===== config.mk =====
export PLATFORM = sky130hd
export DESIGN_NAME = pipeline_ctrl
export DESIGN_NICKNAME = d
export VERILOG_FILES = /design/src/rtl/pipeline_ctrl.sv
export SDC_FILE = /design/constraint.sdc
export NUM_CORES = 1
export LEC_CHECK = 0
export CELL_PAD_IN_SITES_DETAIL_PLACEMENT = 1
export CELL_PAD_IN_SITES_GLOBAL_PLACEMENT = 1
export CORE_ASPECT_RATIO = 1.4
export CORE_MARGIN = 5
export CORE_UTILIZATION = 36
export DETAILED_ROUTE_END_ITERATION = 7
export GPL_TIMING_DRIVEN = 0
export PLACE_DENSITY = 0.87
export RECOVER_POWER = 50
export SYNTH_ARGS = -nofsm -noshare
export SYNTH_HDL_FRONTEND = slang
export SYNTH_SLANG_ARGS = --single-unit

===== constraint.sdc =====
create_clock -name clk -period 3 [get_ports clk]
set_input_delay 0.3 -clock clk [delete_from_list [all_inputs] [get_ports clk]]
set_output_delay 0.3 -clock clk [all_outputs]
set_load 0.01 [all_outputs]

===== src/rtl/pipeline_ctrl.sv =====
// Hazard/stall scheduler for the 5-stage pipeline: load-use stalls, EX redirects,
// multi-cycle memory waits with timeout, and saturating stall/flush counters.
module pipeline_ctrl #(
    parameter int unsigned MEM_WAIT_MAX = 15,
    parameter int unsigned CNT_W        = 16
) (
    input  logic             clk,
    input  logic             reset,
    input  logic [4:0]       id_rs_addr,
    input  logic [4:0]       id_rt_addr,
    input  logic             id_uses_rs,
    input  logic             id_uses_rt,
    input  logic             ex_MemtoReg,
    input  logic [4:0]       ex_wr_addr,
    input  logic             ex_redirect,
    input  logic             mem_req,
    input  logic             mem_ack,
    output logic             pc_en,
    output logic             ifid_valid,
    output logic             idex_valid,
    output logic             exmem_valid,
    output logic             ifid_flush,
    output logic             idex_flush,
    output logic             memwb_flush,
    output logic [1:0]       state,
    output logic             mem_timeout,
    output logic [CNT_W-1:0] stall_cnt,
    output logic [CNT_W-1:0] flush_cnt
);

    typedef enum logic [1:0] {
        RUN     = 2'd0,
        LDSTALL = 2'd1,
        MEMWAIT = 2'd2
    } state_t;

    localparam logic [7:0] WAIT_LAST = 8'(MEM_WAIT_MAX - 1);

    state_t     cur, nxt;
    logic [7:0] wait_cnt;
    logic       hz;
    logic       wait_done;
    logic       freeze;
    logic       enter_wait;
    logic       forced_exit;
    logic       redirect_taken;

    assign hz = ex_MemtoReg && (ex_wr_addr != 5'd0) &&
                ((id_uses_rs && (id_rs_addr == ex_wr_addr)) ||
                 (id_uses_rt && (id_rt_addr == ex_wr_addr)));

    assign state = cur;

    always_comb begin
        pc_en          = 1'b1;
        ifid_valid     = 1'b1;
        idex_valid     = 1'b1;
        exmem_valid    = 1'b1;
        ifid_flush     = 1'b0;
        idex_flush     = 1'b0;
        memwb_flush    = 1'b0;
        nxt            = RUN;
        enter_wait     = 1'b0;
        redirect_taken = 1'b0;
        wait_done      = mem_ack || (wait_cnt == WAIT_LAST);
        // In MEMWAIT only the exit condition releases the pipe; elsewhere a new
        // unacknowledged request freezes it. The release cycle falls through to
        // the redirect / load-use rules like a RUN cycle.
        freeze         = (cur == MEMWAIT) ? !wait_done : (mem_req && !mem_ack);
        forced_exit    = (cur == MEMWAIT) && !mem_ack && (wait_cnt == WAIT_LAST);

        if (freeze) begin
            pc_en       = 1'b0;
            ifid_valid  = 1'b0;
            idex_valid  = 1'b0;
            exmem_valid = 1'b0;
            memwb_flush = 1'b1;
            nxt         = MEMWAIT;
            enter_wait  = (cur != MEMWAIT);
        end else if (ex_redirect) begin
            ifid_flush     = 1'b1;
            idex_flush     = 1'b1;
            redirect_taken = 1'b1;
        end else if (hz && (cur != LDSTALL)) begin
            pc_en      = 1'b0;
            ifid_valid = 1'b0;
            idex_flush = 1'b1;
            nxt        = LDSTALL;
        end

        if (!reset) begin
            pc_en          = 1'b0;
            ifid_valid     = 1'b0;
            idex_valid     = 1'b0;
            exmem_valid    = 1'b0;
            ifid_flush     = 1'b0;
            idex_flush     = 1'b0;
            memwb_flush    = 1'b0;
            redirect_taken = 1'b0;
        end
    end

    always_ff @(posedge clk or negedge reset) begin
        if (!reset) begin
            cur         <= RUN;
            wait_cnt    <= '0;
            mem_timeout <= 1'b0;
            stall_cnt   <= '0;
            flush_cnt   <= '0;
        end else begin
            cur <= nxt;
            if (enter_wait) begin
                wait_cnt <= '0;
            end else if (cur == MEMWAIT) begin
                wait_cnt <= wait_cnt + 8'd1;
            end
            if (forced_exit) begin
                mem_timeout <= 1'b1;
            end
            if (!pc_en && (stall_cnt != '1)) begin
                stall_cnt <= stall_cnt + CNT_W'(1);
            end
            if (redirect_taken && (flush_cnt != '1)) begin
                flush_cnt <= flush_cnt + CNT_W'(1);
            end
        end
    end

endmodule


After elaboration in Yosys (flattened, before gate mapping). Index checks and enable logic that the tools add are counted. W data, S select, Z words.

Add/subtract/negate cells: 3. Equal/unequal tests: 8. Muxes and demuxes: 22. Reduce and logical (&&, ||, !) cells: 17.

Operators by type and width (count): $add A16 B1 Y16 const B (2); $ne A16 B16 Y1 const B (2); $mux W1 (19); $mux W8 (2); $eq A5 B5 Y1 (2); $logic_and A1 B1 Y1 (10); $add A8 B1 Y8 const B (1); $eq A8 B4 Y1 const B (1); $reduce_bool A5 Y1 (1); $logic_not A1 Y1 (3); $eq A2 B2 Y1 const B (1); $logic_or A1 B1 Y1 (2); $mux W2 (1); $ne A2 B1 Y1 const B (1); $ne A2 B2 Y1 const B (1); $reduce_bool A2 Y1 (1).

Register bits: 43. Input port bits: 23. Output and inout bits: 42. Word-level logic and storage cells: 55.

Longest topological paths before layout. Gate-level depths: netlist of the first run.

Depth in word-level cells: 11. Mapped depth: 9. Mapped depth without buffers: 9.

Worst setup path after synthesis of the first run. Ideal clock, no wire load.

Path kind: register to output. From: register wait_cnt[4]. To: output port pc_en. Arrival time: 2015 ps. Slack: 685 ps. Cell stages (with the launch flop): 8. Path through: dfrtp_1 -> or4_4 -> o211ai_2 -> and3_4 -> a21bo_4 -> buf_6 -> inv_1 -> buf_4.

Word-level cells in the longest chain between the ends: 6.

Ends and longest elaborated chain: start: declaration (line 40) `logic [7:0] wait_cnt;`; start signal: assignment (line 115) `wait_cnt <= wait_cnt + 8'd1;`; $eq A8 B4 Y1 (line 65) `wait_done = mem_ack || (wait_cnt == WAIT_LAST);`; $logic_or A1 B1 Y1 (line 65); $logic_not A1 Y1 (line 69) `freeze = (cur == MEMWAIT) ? !wait_done : (mem_req && !mem_ack);`; $mux W1 (line 69); $mux W1 (2 in a row); end: declaration (line 18) `output logic pc_en,`.

No other way between the ends.

Final worst setup path of the first run.
From: register wait_cnt[4]. To: output port pc_en.

Word-level cells in the longest chain between the ends: 6.

Ends and longest elaborated chain: $eq A8 B4 Y1 (line 65); $logic_or A1 B1 Y1 (line 65); $logic_not A1 Y1 (line 69); $mux W1 (line 69); $mux W1 (line 72) `if (freeze) begin`; $mux W1 (line 91) `if (!reset) begin`.

No other way between the ends.

==> results of run 1 <==
## cells in the final DEF, fill, tap and decap left out, drive strengths merged, types with 2 or more instances in the layout
cell,count
nor3b,2
buf,8
and2,3
mux2i,2
nor2,7
a21oi,2
clkbuf,7
clkdlybuf4s50,50
ha,4
nor3,3
and3,18
inv,7
o21ai,6
dlygate4sd3,12
xor2,5
nand2b,2
dfrtp,43
nand4,14
and4,2
nand2,17
nand3,26
dlygate4sd2,2
mux2,3
xnor2,34
## layer usage
metal,part of all wire [%],wire (um)
met2,54,3150
met1,40,2330
met3,4.6,267
met4,0.98,57
met5,0,0
## per-stage QoR
step                utilization (%)  total power [mW]  hold slack (ps)
detailed placement             48.7              1.34              182
floorplan                         -              1.03             4.41
global placement               48.5              1.31              458
CTS                            50.6              1.73              395
global route                   50.6              1.81              411
finish                         50.6              1.70              405
## kinds of logic after synthesis
kind of cell    count (synthesis)
flops                          43
compound gates                 13
xor+xnor                       39
fa+ha+maj                       4
buf+inv                        12
simple gates                   98
mux                             5
## report_power, final
part	switching, mW	leakage, nW	internal, mW
Sequential	0.122	0.558	0.678
Combinational	0.225	0.758	0.298
Clock	0.193	0.0470	0.181
## state kept, by name, indices dropped and copies added (netlist names)
name and count:
mem_timeout 1, wait_cnt 8, stall_cnt 16, flush_cnt 16, state 2
## cell type report
type	count	area [um^2]
buffer	5	35.0
inverter	7	26.3
clock inverter	1	5.00
sequential	43	1080
multi-input combinational	159	1150
tap	72	90.1
timing repair buffer	68	678
fill	700	3070
clock buffer	6	82.6
## worst max-delay path by stage
stage	startpoint	to	cells after the start
after global placement	reset	pc_en	7
after global routing	wait_cnt[4]	pc_en	8
after floorplan	wait_cnt[4]	pc_en	7
after detailed placement	wait_cnt[4]	pc_en	8
final	wait_cnt[4]	pc_en	8
after CTS	wait_cnt[4]	pc_en	8
## repair_timing
action | 4_1_cts | 5_1_grt
resized for setup | 3 | 0
endpoints found under the setup margin | 2 | 1
hold buffers | 1 | 0
hold endpoints to repair | 8 | 0
setup buffers | 2 | 0
pin swaps | 1 | 1
==> run_results.csv, run 1 <==
group,metric,value,unit
timing,rsz0062_at_grt,"false",
timing,fmax,0.351,GHz
cells_and_area,stdcell_area,3140,um^2
cells_and_area,antennaDiodeCount,0,
setup_path,ff2ff_path_depth,6,
min_path,hold_class,"input pin to async pin",
cells_and_area,fin_cells,361,
die,die_h,104,um
cts,cts_buffer_depth,2,
synth,synth_top_area_share,47.2,%
routing,ant_nets,0,
timing,slew_violations,0,
cts,cts-root-buf,"clkbuf_8",
setup_path,worst_ep_required_time,2700,ps
setup_path,cp-end-kind,"output port",
global_route,grt_busiest_layer,"met2",
timing,period_needed,2850,ps
synth,yosys-top-cells-area,"dfrtp_1, xnor2_1, and3_1",
synth,syn_avg_cell_area,10.7,um^2
cells_and_area,drive_gt1_share,11.8,%
synth,syn-cell-area,2280,um^2
setup_path,critPathArrivalTime,2550,ps
die,die_width,77.3,um
cts,h-tree-depth,2,
synth,synth_compound_area_share,4.17,%
synth,yosys.area_share.simple,26.4,%
routing,drc_errors,0,
global_route,grt_remaining_overflow,0,
synth,syn_nets,241,
setup_path,reg2reg_to,"flush_cnt[1]",
setup_path,worst_path_largest_cell_delay,560,ps
cts,numCtsBuffers,5,
timing,fin_tns_setup,0,ps
die,num_io_pins,65,
run_status,status,"complete, no violations",
cts,clkLatencyLatePin,290,ps
routing,drt-total-wl,5.80,mm
synth,synth-xor-area-share,15.0,%
setup_path,crit_type,"register to output port",
setup_path,r2r_slack,740,ps
setup_path,critPathLaunchType,"register",
synth,synthCells,214,
routing,vias,1874,
timing,skew,4.87,ps
power,leakage,1.36,nW
setup_path,r2r-start,"state[0]",
cts,clock-sinks,43,
synth,yosysSeqAreaShare,47.2,%
global_route,antenna_found_initial,0,
place,gp_routability_congestion,0.784,
timing,slew_headroom,57.0,%
setup_path,slowest_stage,"or4_4",
synth,synth-warning-count,0,
synth,async_flop_share,100,%
routing,post_drt_wl_per_cell,16.1,um
global_route,grt_pass1_wl,10.4,mm
cts,clk_pin_slew_worst_paths,80,ps
flow_run,maxCapViolations,0,
timing,setup-violations-final,0,
power,powerDensity,540,nW/um^2
global_route,met3_usage,3.90,%
timing,setup_ws,151,ps
setup_path,worstPathMaxFanout,10,
die,core,6210,um^2
routing,drt_first_pass_iters,3,
global_route,met1_usage,18.1,%
timing,period_share,95.0,%
routing,drt_iter0_markers,47,
global_route,grtUsageMet2,27.8,%
timing,hold_viol,0,
die,row_count,34,
synth,yosysMostFrequentCell,"dfrtp_1",
setup_path,crit_chain,"or4_4 > o211ai_4 > and3_4 > a21bo_4 > buf_6 > inv_1 > buf_4 > dlygate4sd2_1",
synth,synth_cell_types,40,
cells_and_area,area_delta_synth_final,37.8,%
cts,cts_tree,"done",
synth,synth-seq-cells,43,
synth,yosys-top-cells-count,"dfrtp_1, xnor2_1, and3_1, nand3_1, nand2_1",
global_route,grt_max_degree,39,
place,io_buffers,64,
synth,synth_mux_area_share,2.36,%
timing,worst_slew_pin_slew,639,ps
global_route,first_global_vias,2133,
place,dp_cells,351,
setup_path,cpLargestDelayFamily,"simple AND/OR/NAND/NOR gates",
die,dieArea,8050,um^2
global_route,track_usage,15.4,%
place,place_area,3030,um^2
power,ir_drop,0.440,mV
die,initial_utilization,36.7,%
setup_path,cp.buffers_inverters,4,
place,dp_hpwl,4.45,mm
synth,synth_top_family_by_area,"simple AND/OR/NAND/NOR gates",
synth,yosys.area_share.adder,2.19,%
synth,synthFlopType,"dfrtp_1",
place,dp_slack,95.9,ps
routing,avgViaCountPerCell,5.19,
synth,synth-edff-count,0,
synth,synth_area_leader_cell,"dfrtp_1",
cells_and_area,fin_nets,316,
No activity file was read; power rests on OpenSTA's default activity.
==> inputs of run 2 (changes only) <==
--- a/config.mk
+++ b/config.mk
@@ -7,7 +7,6 @@
 export LEC_CHECK = 0
 export CELL_PAD_IN_SITES_DETAIL_PLACEMENT = 1
 export CELL_PAD_IN_SITES_GLOBAL_PLACEMENT = 1
-export CORE_ASPECT_RATIO = 1.4
 export CORE_MARGIN = 5
 export CORE_UTILIZATION = 36
 export DETAILED_ROUTE_END_ITERATION = 7
==> run 2 against run 1 <==
Net effect: register-to-register slack got worse by 50 ps; utilization fell by 0.083 points; combinational power fell by 2%; die area fell by 0.28%; total power rose by 1.1%; non-clock buffer count rose by 1; first-iteration DRC count rose by 36%; clock-buffer cell count rose by 2; worst hold slack improved by 60 ps; critical endpoint unchanged; largest power group unchanged.
==> run_results.csv, run 2 (synthesis gave the netlist of run 1 again) <==
group,metric,value,unit
timing,period_needed,2850,ps
cells_and_area,fin_nets,317,
global_route,track_usage,16.1,%
cells_and_area,fin_cells,368,
setup_path,cpLargestDelayFamily,"simple AND/OR/NAND/NOR gates",
global_route,first_global_vias,2039,
power,pwr-share-seq,46.6,%
routing,met2_length,3.09,mm
flow_run,maxCapViolations,0,
timing,hold_slack,465,ps
routing,drc_errors,0,
cells_and_area,reg.largest.list,"flush_cnt (16), stall_cnt (16), wait_cnt (8)",
setup_path,critPathArrivalTime,2550,ps
die,die_width,89.6,um
cts,h-tree-depth,2,
place,dp_slack,107,ps
routing,met3_length,385,um
cts,clkLatencyLatePin,300,ps
setup_path,worstPathMaxFanout,10,
min_path,hold_class,"register to register",
power,powerDensity,544,nW/um^2
cells_and_area,post-route-util,50.5,%
setup_path,slowest_stage,"or4_4",
routing,drt_first_pass_iters,4,
power,p_switching,0.537,mW
place,io_buffers,64,
cells_and_area,antennaDiodeCount,0,
timing,hold_viol,0,
die,num_io_pins,65,
setup_path,critPathLaunchType,"register",
routing,routed.top_layer,"met4",
routing,wl_met1,2.57,mm
power,intPower,1.18,mW
timing,slew_headroom,11.3,%
cts,numCtsBuffers,5,
timing,skew,13.1,ps
timing,period_share,94.9,%
setup_path,r2r_slack,690,ps
setup_path,cp-end-kind,"output port",
cells_and_area,area_delta_synth_final,38.3,%
timing,setup_ws,153,ps
die,dieArea,8030,um^2
setup_path,crit_type,"register to output port",
min_path,hold_end,"mem_timeout",
global_route,grt_remaining_overflow,0,
power,total_power,1.72,mW
cts,cts_buffer_depth,2,
cells_and_area,layout_common_cells,"clkdlybuf4s50_1, dfrtp_1, xnor2_1, nand3_1, and3_1",
place,gp_routability_congestion,0.742,
min_path,min_from,"mem_timeout",
place,dp_hpwl,4.53,mm
setup_path,worst_path_largest_cell_delay,570,ps
power,leakage,1.37,nW
timing,fmax,0.351,GHz
timing,fin_tns_setup,0,ps
routing,post_drt_wl_per_cell,16.6,um
routing,drt-total-wl,6.09,mm
power,ir_drop,0.368,mV
cells_and_area,mostFrequentLayoutCell,"clkdlybuf4s50_1",
cts,cts_tree,"done",
setup_path,ff2ff_path_depth,6,
routing,drt_iter0_markers,64,
setup_path,cp.buffers_inverters,4,
routing,vias,1915,
die,initial_utilization,36.5,%
min_path,whs_path_depth,2,
cells_and_area,stdcell_area,3150,um^2
timing,rsz0062_at_grt,"false",
setup_path,crit_chain,"or4_4 > o211ai_4 > and3_4 > a21bo_4 > buf_6 > inv_1 > buf_4 > dlygate4sd2_1",
die,die_h,89.6,um
place,place_area,3030,um^2
cells_and_area,drive_gt1_share,11.7,%
cts,cts-root-buf,"clkbuf_8",
die,row_count,29,
power,p_sw_share,31.3,%
setup_path,worst_ep_required_time,2700,ps
place,dp_cells,356,
power,clock_power_share,23.6,%
timing,setup-violations-final,0,
global_route,grt_max_degree,26,
timing,slew_violations,0,
setup_path,r2r-start,"wait_cnt[4]",
setup_path,reg2reg_to,"flush_cnt[1]",
cts,clk_pin_slew_worst_paths,80,ps
run_status,status,"complete, no violations",
global_route,antenna_found_initial,0,
die,core,6240,um^2
routing,avgViaCountPerCell,5.20,
routing,ant_nets,0,
cts,clock-sinks,43,
power,combPwrFrac,29.8,%
timing,worst_slew_pin_slew,1330,ps
global_route,grt_pass1_wl,10.1,mm
## run 2: cell count changes in the layout (fill, tap and decap cells not counted)
cell,previous run,this run
clkinv_2,1,0
clkbuf_1,1,3
clkbuf_8,6,7
buf_4,4,5
buf_12,1,0
## run 2: tightest hold or removal path: stages (launching register included)
cell and delay (ps):
dfrtp_1 350, inv_1 40, o41ai_1 50
## run 2: how the worst max path moves through the flow
| stage | startpoint | end | slack, ps | depth (start not counted) |
|---|---|---|---|---|
| after floorplan | wait_cnt[4] | pc_en | 680 | 7 |
| after global placement | reset | pc_en | -1220 | 7 |
| after detailed placement | wait_cnt[4] | pc_en | 110 | 8 |
| after CTS | wait_cnt[4] | pc_en | 160 | 8 |
| after global routing | state[0] | ifid_flush | 40 | 6 |
| final | wait_cnt[4] | pc_en | 150 | 8 |
## run 2: timing repair
| action | in CTS | in global routing |
|---|---|---|
| gates resized for setup | 3 | 0 |
| endpoints found under the hold margin | 18 | 0 |
| buffers inserted | 3 | 0 |
| hold buffers | 1 | 0 |
| setup endpoints to repair | 2 | 0 |
## run 2: layout make-up
cell class / count / area (um^2)
Fill cell: 705 / 3090
Multi-Input combinational cell: 159 / 1150
Sequential cell: 43 / 1080
Timing Repair Buffer: 69 / 669
Clock buffer: 8 / 100
Tap cell: 77 / 96.3
Buffer: 5 / 35.0
Inverter: 7 / 26.3
## run 2: metal layers
metal  GRT usage [%]  up-vias
met2            29.1       51
met5               0        -
li1                -      902
met3            3.74        8
met4            4.87        0
met1            19.0      954
## run 2: power groups by stage
stage	Combinational, mW	Sequential, mW	Clock (mW)
5_1_grt	0.567	0.819	0.443
4_1_cts	0.532	0.803	0.422
2_1_floorplan	0.211	0.822	0
3_5_place_dp	0.525	0.812	0
3_3_place_gp	0.505	0.804	0
6_report	0.511	0.800	0.405
